==> config.mk <==
export PLATFORM = sky130hd
export DESIGN_NAME = sram_rw_port_ctrl
export DESIGN_NICKNAME = d
export VERILOG_FILES = /design/src/rtl/sram_rw_port_ctrl.sv
export SDC_FILE = /design/constraint.sdc
export NUM_CORES = 1
export LEC_CHECK = 0
export BUFFER_PORTS_ARGS = -buffer_cell sky130_fd_sc_hd__buf_2
export CAP_MARGIN = 20
export CELL_PAD_IN_SITES_DETAIL_PLACEMENT = 0
export CELL_PAD_IN_SITES_GLOBAL_PLACEMENT = 1
export CORE_AREA = 2 2 228 230
export DETAILED_ROUTE_END_ITERATION = 8
export DIE_AREA = 0 0 230 232
export GPL_ROUTABILITY_DRIVEN = 0
export PLACE_DENSITY = 0.65
export SLEW_MARGIN = 10
export SYNTH_ARGS = -nofsm -noshare
export SYNTH_HDL_FRONTEND = slang
export SYNTH_SLANG_ARGS = --single-unit
==> constraint.sdc <==
create_clock -name clock -period 3.9 [get_ports clock]
set_clock_uncertainty 0.15 [all_clocks]
set_input_delay 0.78 -clock clock [delete_from_list [all_inputs] [get_ports clock]]
set_output_delay 0.78 -clock clock [all_outputs]
set_load 0.01 [all_outputs]
==> src/rtl/sram_rw_port_ctrl.sv <==
// sram_rw_port_ctrl
//   Front-end controller for a single-port RW SRAM macro (1-cycle read
//   latency, lane-masked write). An independent read-request stream and
//   write-request stream share the one macro port. Read data is captured
//   into a 2-entry response FIFO with valid/ready backpressure.
//
//   Writes win arbitration by default. A waiting read is forced through
//   after WR_STREAK consecutive write grants, provided it has FIFO credit.
//
// Optional feature (compile-time macro SRAM_INIT_CLEAR_EN):
//   When defined, the controller sweeps every address once after reset,
//   writing zero with all lanes enabled, before accepting traffic.
//   When undefined, the controller runs from the first cycle out of reset.
//
// Ports
//   clock, reset                      sole clock; synchronous active-high reset
//   rd_req_valid/ready/addr           read request handshake
//   wr_req_valid/ready/addr/mask/data write request handshake
//   rsp_valid/ready/data              read response (FIFO head)
//   init_done                         controller accepts traffic
//   RW0_addr/en/wmode/wmask/wdata     macro command, driven the grant cycle
//   RW0_rdata                         macro read data, valid the cycle after a read
module sram_rw_port_ctrl #(
  parameter int ADDR_W    = 10,
  parameter int DATA_W    = 128,
  parameter int MASK_W    = 16,
  parameter int WR_STREAK = 4
) (
  input  logic              clock,
  input  logic              reset,
  input  logic              rd_req_valid,
  output logic              rd_req_ready,
  input  logic [ADDR_W-1:0] rd_req_addr,
  input  logic              wr_req_valid,
  output logic              wr_req_ready,
  input  logic [ADDR_W-1:0] wr_req_addr,
  input  logic [MASK_W-1:0] wr_req_mask,
  input  logic [DATA_W-1:0] wr_req_data,
  output logic              rsp_valid,
  input  logic              rsp_ready,
  output logic [DATA_W-1:0] rsp_data,
  output logic              init_done,
  output logic [ADDR_W-1:0] RW0_addr,
  output logic              RW0_en,
  output logic              RW0_wmode,
  output logic [MASK_W-1:0] RW0_wmask,
  output logic [DATA_W-1:0] RW0_wdata,
  input  logic [DATA_W-1:0] RW0_rdata
);

  localparam int STREAK_W = 4;

  logic              run;
  logic              init_active;
  logic [ADDR_W-1:0] init_addr;

`ifdef SRAM_INIT_CLEAR_EN
  typedef enum logic {ST_INIT, ST_RUN} state_e;

  state_e            state_q, state_d;
  logic [ADDR_W-1:0] init_addr_q, init_addr_d;

  always_ff @(posedge clock) begin
    if (reset) begin
      state_q     <= ST_INIT;
      init_addr_q <= '0;
    end else begin
      state_q     <= state_d;
      init_addr_q <= init_addr_d;
    end
  end

  always_comb begin
    state_d     = state_q;
    init_addr_d = init_addr_q;
    case (state_q)
      ST_INIT: begin
        init_addr_d = init_addr_q + 1'b1;
        if (init_addr_q == '1) state_d = ST_RUN;
      end
      default: state_d = ST_RUN;
    endcase
  end

  assign run         = !reset && (state_q == ST_RUN);
  assign init_active = !reset && (state_q == ST_INIT);
  assign init_addr   = init_addr_q;
  assign init_done   = run;
`else
  assign run         = !reset;
  assign init_active = 1'b0;
  assign init_addr   = '0;
  assign init_done   = !reset;
`endif

  // Control state
  logic [STREAK_W-1:0] streak_q, streak_d;
  logic [1:0]          cnt_q, cnt_d;
  logic                wptr_q, rptr_q;
  logic                rd_vld_p1_q;
  logic [DATA_W-1:0]   fifo_q [2];

  logic       deq, enq, credit, streak_hit, rd_grant, wr_grant;
  logic [2:0] load, limit;

  assign rsp_valid = !reset && (cnt_q != 2'd0);
  assign rsp_data  = rsp_valid ? fifo_q[rptr_q] : '0;
  assign deq       = rsp_valid && rsp_ready;
  assign enq       = rd_vld_p1_q;

  // A read needs a FIFO slot for itself once everything already queued or
  // in flight is counted, net of the entry leaving this cycle.
  assign load   = {1'b0, cnt_q} + {2'b00, rd_vld_p1_q};
  assign limit  = 3'd2 + {2'b00, deq};
  assign credit = load < limit;

  assign streak_hit   = (streak_q == STREAK_W'(WR_STREAK));
  assign rd_req_ready = run && credit && (!wr_req_valid || streak_hit);
  assign rd_grant     = rd_req_ready && rd_req_valid;
  assign wr_req_ready = run && !rd_grant;
  assign wr_grant     = wr_req_ready && wr_req_valid;

  always_comb begin
    streak_d = streak_q;
    if (!rd_req_valid || rd_grant) begin
      streak_d = '0;
    end else if (wr_grant && !streak_hit) begin
      // Saturate: a starved read that lacks credit must not wrap the count.
      streak_d = streak_q + 1'b1;
    end
  end

  assign cnt_d = cnt_q + {1'b0, enq} - {1'b0, deq};

  always_comb begin
    RW0_en    = 1'b0;
    RW0_wmode = 1'b0;
    RW0_addr  = rd_req_addr;
    RW0_wmask = '0;
    RW0_wdata = wr_req_data;
    if (init_active) begin
      RW0_en    = 1'b1;
      RW0_wmode = 1'b1;
      RW0_addr  = init_addr;
      RW0_wmask = '1;
      RW0_wdata = '0;
    end else if (wr_grant) begin
      RW0_en    = 1'b1;
      RW0_wmode = 1'b1;
      RW0_addr  = wr_req_addr;
      RW0_wmask = wr_req_mask;
    end else if (rd_grant) begin
      RW0_en    = 1'b1;
    end
  end

  // Stage p0 -> p1: read issued to macro; p1 -> FIFO: macro data captured
  always_ff @(posedge clock) begin
    if (reset) begin
      streak_q    <= '0;
      cnt_q       <= '0;
      wptr_q      <= 1'b0;
      rptr_q      <= 1'b0;
      rd_vld_p1_q <= 1'b0;
    end else begin
      streak_q    <= streak_d;
      cnt_q       <= cnt_d;
      wptr_q      <= wptr_q ^ enq;
      rptr_q      <= rptr_q ^ deq;
      rd_vld_p1_q <= rd_grant;
    end
  end

  always_ff @(posedge clock) begin
    if (enq) fifo_q[wptr_q] <= RW0_rdata;
  end

endmodule

==> out/results.tsv, run 1 <==
metric	value	unit
DRT iter0 DRCs	224	
DRT Wirelength	40000	um
status	finished, final reports clean	
antenna viol nets, final	0	
Distinct cells, synth	31	
CP max stage cell	a21boi_4	
core footprint	50900	sq um
worst-path fanout max	28	
worst ir drop on vdd	0.000347	V
Slew headroom	0.440	
reg2reg start	cnt_q[0]$_SDFF_PP0_	
initial antenna violation count	8	
Row Count	83	
Nets	1274	
Worst EP required	2.97	ns
htree depth	1	
CP arrival	2.74	ns
FILL cells	5316	
Achievable Freq	0.273	GHz
crit end category	output port	
Sequential cell area	7870	sq um
Post-Syn Nets	1063	
DR vias/cell	3.98	
Resized cells post-CTS	0	
worst reg2reg setup slack	1.65	ns
I/O pins	585	
max cap viols	0	
Chip Height	232	um
pin slew with the least headroom to its limit	0.841	ns
Static Leak	5.17	nW
Syn. warnings	0	
GRT Resource Usage Total	0.141	
post-synth top area share	0.678	
synthesis-to-finish area growth	22.1	%
overall power	0.00654	W
peak per-stage delay on the critical path	0.58	ns
Clock Tree Root	clkbuf_16	
Slew Viols, Final	0	
CTS tree	done	
worst path bufs/invs	1	
Synth Instances	758	
RSZ-0062 raised after global routing	false	
Tcrit/Tclk final	0.940	
most frequent cells in the layout	328 x buf_2, 256 x edfxtp_1, 135 x nor2_1	
first-pass GRT wire length	53100	um
largest area contributor in the netlist	edfxtp_1	
Post-Syn Area	11300	sq um
DIE AREA	53400	sq um
Hold WC Path Type	input pin to flop	
crit start category	flop	
Final HPWL DP	30700	um
Min Hold Slack	0.240	ns
WL/cell	23.9	um
top cell family by delay on the critical path	compound AO/OA/AOI/OAI gates	
TNS Setup	0	ns
Initial DRT Pass Iterations	4	
post-synthesis sequential area ratio	0.694	
dpl ws	0.492	ns
Die X	230	um
Post-CTS Setup Inserts	0	
vias in the first global route	6730	
largest net degree at the start of global routing	131	
Starting Density	0.223	
port buffer count	328	
CTS max path bufs	3	
pwr/cell area	472	nW/um^2
Tmin final	3.67	ns
Fin. Hold Viols	0	
Reg clk slew, reported paths	0.06	ns
commonest non-fill, non-tap cell in the layout	buf_2	
Worst-Skew Late Latency	0.57	ns
WS Path Type	flop to output port	
CP most frequent cell	ha_1	
Synth area leaders	edfxtp_1 68%, mux2i_1 11%, buf_4 8.5%, nor2_1 4.5%, dfxtp_1 1.6%	
TritonCTS buffer count	30	
hold bufs inserted after CTS	0	
CP startpoint	enq$_SDFF_PP0_	
post-layout worst setup margin	0.234	ns
area of the multi-input gates	2360	sq um
CP cell instances	ha_1 -> ha_1 -> o31ai_4 -> a21boi_4 -> mux2_2 -> buf_2	
synthesized flop and latch total	265	
HP Start	RW0_rdata[115]	
drc violations	0	
final setup fails	0	
via count	6654	
CTS Sinks	265	
Congestion Overflow GR	0	
layout cells sized above 1	0.400	
Avg Synthesized Cell Area	15.0	sq um
## final timing paths
path,cells past startpoint,to
setup / recovery,6,RW0_addr[4]
hold / removal,1,fifo_q[1][115]$_DFFE_PP_
setup reg to reg,7,cnt_q[0]$_SDFF_PP0_
hold reg to reg,2,streak_q[3]$_SDFFE_PP0P_
## cells in the mapped netlist, drive strengths merged
| cell type | n |
|---|---|
| edfxtp | 256 |
| buf | 144 |
| nor2 | 135 |
| mux2i | 128 |
| and2 | 16 |
| clkbuf | 16 |
| mux2 | 10 |
| dfxtp | 9 |
| ha | 8 |
| inv | 8 |
| nand2 | 5 |
| a21oi | 4 |
| xnor2 | 3 |
| nor2b | 2 |
| o21bai | 2 |
| a21boi | 1 |
| a21o | 1 |
| a31oi | 1 |
| and4 | 1 |
| nand3 | 1 |
| nand3b | 1 |
| nand4 | 1 |
| nor3 | 1 |
| nor3b | 1 |
| o31ai | 1 |
| or3 | 1 |
| xor2 | 1 |
## per-layer routing
layer  up-vias  global-route usage  part of all wire
met5         -                   0            0.0020
met4        12              0.0296             0.017
met3        59               0.119              0.19
met2       449               0.253              0.51
met1      3126               0.119              0.29
li1       3008                   -                 -
## metrics by stage
step,std cells,cell area [sq um],util
2_1_floorplan,758,11300,-
3_3_place_gp,1617,12900,0.254
3_5_place_dp,1617,12900,0.254
4_1_cts,1672,13800,0.272
5_1_grt,1672,13800,0.272
6_report,1673,13800,0.272
## cell families (layout without fill, tap and decap cells)
kind of cell	after synthesis	count (layout)	synth area share
xor+xnor	4	4	0.00309
mux	138	138	0.124
buf+inv	168	402	0.101
compound gates	10	10	0.00882
simple gates	165	165	0.0614
fa+ha+maj	8	8	0.00882
flops	265	265	0.694
other cells	0	1	0
## power breakdown
group	internal [W]	switching [W]	total, W
clock network	0.00157	0.00112	0.00269
logic	0.000257	0.000358	0.000616
registers	0.00320	0.0000276	0.00323
## sequential cells by signal, indices dropped and copies added (netlist names)
name,flops
streak_q,4
fifo_q,256
enq,1
rptr_q,1
wptr_q,1
cnt_q,2
## worst reg2reg max path, stage by stage (launching register included)
cell and delay (ns):
dfxtp_1 0.35, o21bai_4 0.22, buf_12 0.48, nor2_1 0.20, ha_1 0.33, inv_1 0.04
ha_1 0.25, nor2b_1 0.12
## layout make-up
class,count,share of cell area
Antenna cell,1,0.000181
Clock buffer,37,0.0576
Clock inverter,18,0.00985
Inverter,8,0.00217
Multi-Input combinational cell,325,0.170
Sequential cell,265,0.568
Tap cell,680,0.0614
Timing Repair Buffer,339,0.130
No activity file was read; power rests on OpenSTA's default activity.
==> inputs of run 2 (changes only) <==
--- a/config.mk
+++ b/config.mk
@@ -5,6 +5,7 @@
 export SDC_FILE = /design/constraint.sdc
 export NUM_CORES = 1
 export LEC_CHECK = 0
+export ABC_CLOCK_PERIOD_IN_PS = 3900
 export BUFFER_PORTS_ARGS = -buffer_cell sky130_fd_sc_hd__buf_2
 export CAP_MARGIN = 20
 export CELL_PAD_IN_SITES_DETAIL_PLACEMENT = 0
@@ -13,6 +14,7 @@
 export DETAILED_ROUTE_END_ITERATION = 8
 export DIE_AREA = 0 0 230 232
 export GPL_ROUTABILITY_DRIVEN = 0
+export MAX_ROUTING_LAYER = met4
 export PLACE_DENSITY = 0.65
 export SLEW_MARGIN = 10
 export SYNTH_ARGS = -nofsm -noshare
==> out/results.tsv, run 2 (synthesis gave the netlist of run 1 again) <==
metric	value	unit	change
synthesis-to-finish area growth	22.2	%	
CP arrival	2.74	ns	about the same
Slew headroom	0.426		-0.0135
grt peak-use layer	met2		
DIE AREA	53400	sq um	unchanged
first-pass GRT wire length	53100	um	about the same
GR met3 Demand/Resource	0.118		-0.000982
GRT Resource Usage Total	0.146		+0.00437
max cap viols	0		unchanged
Die X	230	um	unchanged
Tmin final	3.67	ns	+0.00331 ns
DRT Wirelength	40000	um	about the same
M1 GR Usage	0.120		+0.00140
Hold WC Path Type	input pin to flop		
CP most frequent cell	ha_1		
CP max stage cell	a21boi_4		
Initial DRT Pass Iterations	6		+2
drc violations	0		unchanged
dpl ws	0.492	ns	unchanged
Starting Density	0.223		unchanged
core footprint	50900	sq um	unchanged
WL/cell	23.8	um	-0.34%
Post-CTS Setup Inserts	0		unchanged
Min Hold Slack	0.240	ns	+0.000352 ns
Reg clk slew, reported paths	0.06	ns	about the same
top cell family by delay on the critical path	compound AO/OA/AOI/OAI gates		
max FFs per register	256		unchanged
CP endpoint	RW0_addr[4]		
Resized cells post-CTS	0		unchanged
Fin. Hold Viols	0		unchanged
r2r worst-path depth	7		unchanged
DR vias/cell	3.96		-0.49%
Clock Tree Root	clkbuf_16		
via count	6645		-0.14%
CTS tree	done		
worst reg2reg setup slack	1.64	ns	about the same
pwr/cell area	471	nW/um^2	-0.16%
htree depth	1		unchanged
most frequent cells in the layout	328 x buf_2, 256 x edfxtp_1, 135 x nor2_1		
layout cells sized above 1	0.400		unchanged
initial antenna violation count	7		-1
hold bufs inserted after CTS	0		unchanged
DRT iter0 DRCs	228		+1.8%
TritonCTS buffer count	30		unchanged
status	finished, final reports clean		
Achievable Freq	0.273	GHz	about the same
commonest non-fill, non-tap cell in the layout	buf_2		
CP cell instances	ha_1 -> ha_1 -> o31ai_4 -> a21boi_4 -> mux2_2 -> buf_2		
CTS max path bufs	3		unchanged
crit end category	output port		
Nets	1274		unchanged
I/O pins	585		unchanged
Largest regs	fifo_q: 256 flops, streak_q: 4 flops, cnt_q: 2 flops		
Slew Viols, Final	0		unchanged
CTS Sinks	265		unchanged
Final Core Density	0.272		+0.000295
Row Count	83		unchanged
post-layout worst setup margin	0.231	ns	-0.00331 ns
WS Path Type	flop to output port		
final setup fails	0		unchanged
Tcrit/Tclk final	0.941		about the same
peak per-stage delay on the critical path	0.57	ns	about the same
crit start category	flop		
CP startpoint	enq$_SDFF_PP0_		
worst-path fanout max	28		unchanged
worst ir drop on vdd	0.000346	V	-0.25%
R2R Path End	cnt_q[0]$_SDFF_PP0_		
RSZ-0062 raised after global routing	false		
Congestion Overflow GR	0		unchanged
TNS Setup	0	ns	unchanged
Worst Hold Depth	1		unchanged
antenna viol nets, final	0		unchanged
Static Leak	5.17	nW	about the same
Top reg by flops	fifo_q		
largest net degree at the start of global routing	131		unchanged
worst path bufs/invs	1		unchanged
Worst-Skew Late Latency	0.57	ns	about the same
Final HPWL DP	30700	um	unchanged
Crit path depth	6		unchanged
pin slew with the least headroom to its limit	0.861	ns	+0.0203 ns
met2 usage	0.253		about the same
reg2reg start	cnt_q[0]$_SDFF_PP0_		
Worst EP required	2.97	ns	about the same
vias in the first global route	6744		+0.21%
Chip Height	232	um	unchanged
port buffer count	328		unchanged
run 2: area by class of cell:
cell class / instances / area, sq um
tap: 680 / 851
sequential: 265 / 7870
inverter: 8 / 30.0
timing repair buffer: 339 / 1800
fill: 5313 / 37000
antenna: 7 / 17.5
clock buffer: 37 / 798
multi-input combinational: 325 / 2360
clock inverter: 18 / 136
run 2: through the flow:
| step | instance area, sq um | power [W] | std cells |
|---|---|---|---|
| floorplan | 11300 | 0.00375 | 758 |
| global placement | 12900 | 0.00390 | 1617 |
| detailed placement | 12900 | 0.00392 | 1617 |
| CTS | 13800 | 0.00666 | 1672 |
| global route | 13900 | 0.00680 | 1678 |
| finish | 13900 | 0.00653 | 1679 |
run 2: where the power goes:
group / total [W] / switching (W) / internal [W]
logic: 0.000615 / 0.000358 / 0.000257
registers: 0.00323 / 0.0000274 / 0.00320
clock network: 0.00269 / 0.00112 / 0.00157
run 2: how the worst min path moves through the flow:
stage,to,slack (ns),start
6_report,fifo_q[1][115]$_DFFE_PP_,0.24,RW0_rdata[115]
5_1_grt,fifo_q[0][51]$_DFFE_PP_,0.20,RW0_rdata[51]
4_1_cts,fifo_q[0][49]$_DFFE_PP_,0.20,RW0_rdata[49]
3_5_place_dp,streak_q[3]$_SDFFE_PP0P_,0.31,streak_q[3]$_SDFFE_PP0P_
3_3_place_gp,streak_q[3]$_SDFFE_PP0P_,0.30,streak_q[3]$_SDFFE_PP0P_
2_1_floorplan,streak_q[3]$_SDFFE_PP0P_,0.30,streak_q[3]$_SDFFE_PP0P_
run 2: metal layers:
| metal | up-vias | share of wire |
|---|---|---|
| met5 | - | 0 |
| li1 | 3017 | - |
| met1 | 3119 | 0.28 |
| met3 | 45 | 0.19 |
| met2 | 464 | 0.51 |
| met4 | 0 | 0.016 |
==> inputs of run 3 (changes only) <==
--- a/config.mk
+++ b/config.mk
@@ -14,6 +14,7 @@
 export DETAILED_ROUTE_END_ITERATION = 8
 export DIE_AREA = 0 0 230 232
 export GPL_ROUTABILITY_DRIVEN = 0
+export GPL_TIMING_DRIVEN = 0
 export MAX_ROUTING_LAYER = met4
 export PLACE_DENSITY = 0.65
 export SLEW_MARGIN = 10
==> out/results.tsv, run 3 (synthesis gave the netlist of run 1 again) <==
metric	value	unit	change
area of the multi-input gates	2360	sq um	unchanged
Final HPWL DP	33400	um	+8.5%
CP cell instances	o21bai_4 -> clkbuf_2 -> clkbuf_1 -> nor2_1 -> buf_2		
via count	7689		+16%
Resized cells post-CTS	0		unchanged
Clock Tree Root	clkbuf_16		
Nets	1556		+22%
CP startpoint	cnt_q[0]$_SDFF_PP0_		
CTS tree	done		
max FFs per register	256		unchanged
Row Count	83		unchanged
core footprint	50900	sq um	unchanged
DRT iter0 DRCs	257		+13%
synthesis-to-finish area growth	37.9	%	
Post-CTS Setup Inserts	0		unchanged
CTS max path bufs	3		unchanged
drc violations	0		unchanged
DIE AREA	53400	sq um	unchanged
layout cells sized above 1	0.519		+0.119
worst ir drop on vdd	0.000367	V	+5.9%
Hold WC Path Type	input pin to flop		
DR WL met2	20400	um	+0.16%
Achievable Freq	0.277	GHz	+1.7%
status	finished, final reports clean		
CP max stage cell	clkbuf_2		
R2R Path End	fifo_q[0][104]$_DFFE_PP_		
CP arrival	2.68	ns	-0.06 ns
CP endpoint	rsp_data[97]		
worst path bufs/invs	3		+2
Tcrit/Tclk final	0.925		-0.0157
DRT Wirelength	41600	um	+4.1%
vias in the first global route	7869		+17%
antenna viol nets, final	0		unchanged
Starting Density	0.223		unchanged
WL/cell	21.1	um	-11%
met3 wire len	3540	um	-54%
Static Leak	6.37	nW	+23%
port buffer count	455		+39%
Worst-Skew Late Latency	0.56	ns	about the same
largest net degree at the start of global routing	53		-60%
worst reg2reg setup slack	1.95	ns	+0.31 ns
pin slew with the least headroom to its limit	0.752	ns	-0.109 ns
Chip Height	232	um	unchanged
Initial DRT Pass Iterations	6		unchanged
Top reg by flops	fifo_q		
TritonCTS buffer count	31		+3.3%
peak per-stage delay on the critical path	0.52	ns	-0.05 ns
Die X	230	um	unchanged
first-pass GRT wire length	55800	um	+5.0%
most frequent cells in the layout	469 x buf_2, 256 x edfxtp_1, 135 x nor2_1		
crit end category	output port		
Crit path depth	5		-1
Tmin final	3.61	ns	-0.0613 ns
RSZ-0062 raised after global routing	false		
Min Hold Slack	0.246	ns	+0.00598 ns
final setup fails	0		unchanged
crit start category	flop		
overall power	0.00686	W	+5.0%
initial antenna violation count	21		+14
reg2reg start	enq$_SDFF_PP0_		
r2r worst-path depth	2		-5
commonest non-fill, non-tap cell in the layout	buf_2		
Slew headroom	0.499		+0.0727
TNS Setup	0	ns	unchanged
hold bufs inserted after CTS	0		unchanged
GRT Resource Usage Total	0.151		+0.00550
htree depth	1		unchanged
DRT met1 WL	16600	um	+47%
WS Path Type	flop to output port		
Reg clk slew, reported paths	0.06	ns	about the same
Top Metal Used	met4		
pwr/cell area	438	nW/um^2	-7.0%
FILL cells	5228		-1.6%
Slew Viols, Final	0		unchanged
max cap viols	0		unchanged
top cell family by delay on the critical path	buffers and inverters		
I/O pins	585		unchanged
worst-path fanout max	10		-64%
Fin. Hold Viols	0		unchanged
Largest regs	fifo_q: 256 flops, streak_q: 4 flops, cnt_q: 2 flops		
Final Core Density	0.307		+0.0349
Sequential cell area	7870	sq um	about the same
DR vias/cell	3.90		-1.5%
Worst EP required	2.97	ns	about the same
Congestion Overflow GR	0		unchanged
Design Area, Final	15600	sq um	+13%
CTS Sinks	265		unchanged
placed inst area	14600	sq um	+13%
-- run 3: where the power goes --
| part | internal, W | switching [W] |
|---|---|---|
| Combinational | 0.000388 | 0.000479 |
| Sequential | 0.00320 | 0.0000188 |
| Clock | 0.00164 | 0.00113 |
-- run 3: how the worst min path moves through the flow --
| stage | from | end | slack, ns | cells after the start |
|---|---|---|---|---|
| CTS | RW0_rdata[107] | fifo_q[1][107]$_DFFE_PP_ | 0.20 | 1 |
| detailed placement | streak_q[3]$_SDFFE_PP0P_ | streak_q[3]$_SDFFE_PP0P_ | 0.33 | 2 |
| floorplan | streak_q[3]$_SDFFE_PP0P_ | streak_q[3]$_SDFFE_PP0P_ | 0.30 | 2 |
| global placement | streak_q[3]$_SDFFE_PP0P_ | streak_q[3]$_SDFFE_PP0P_ | 0.31 | 2 |
| finish | RW0_rdata[63] | fifo_q[1][63]$_DFFE_PP_ | 0.25 | 1 |
| global route | RW0_rdata[81] | fifo_q[1][81]$_DFFE_PP_ | 0.21 | 1 |
-- run 3: layer usage --
metal / vias to the layer above / global-route usage
met5: - / -
li1: 3582 / -
met1: 3710 / 0.172
met2: 346 / 0.252
met4: 0 / 0.0446
met3: 51 / 0.0519
-- run 3: through the flow --
stage,std cells,setup slack (ns)
final,1972,0.292
after global routing,1971,0.0177
after CTS,1955,0.0697
after detailed placement,1898,0.228
after global placement,1893,-2.60
after floorplan,758,-0.118
-- run 3: layout make-up --
class	count	area share
clock buffers	36	0.0508
flip-flops and latches	265	0.503
repair buffers	460	0.154
plain buffers	160	0.0713
diodes	17	0.00272
well taps	680	0.0544
multi-input cells	325	0.151
inverters	8	0.00192
clock inverters	21	0.0114
-- run 3: worst reg2reg max path: cells and delay by family, from the launching register on --
family | cells | cell delay [ns]
adders and majority gates | 1 | 0.57
buffers and inverters | 1 | 0.31
DFF | 1 | 0.48
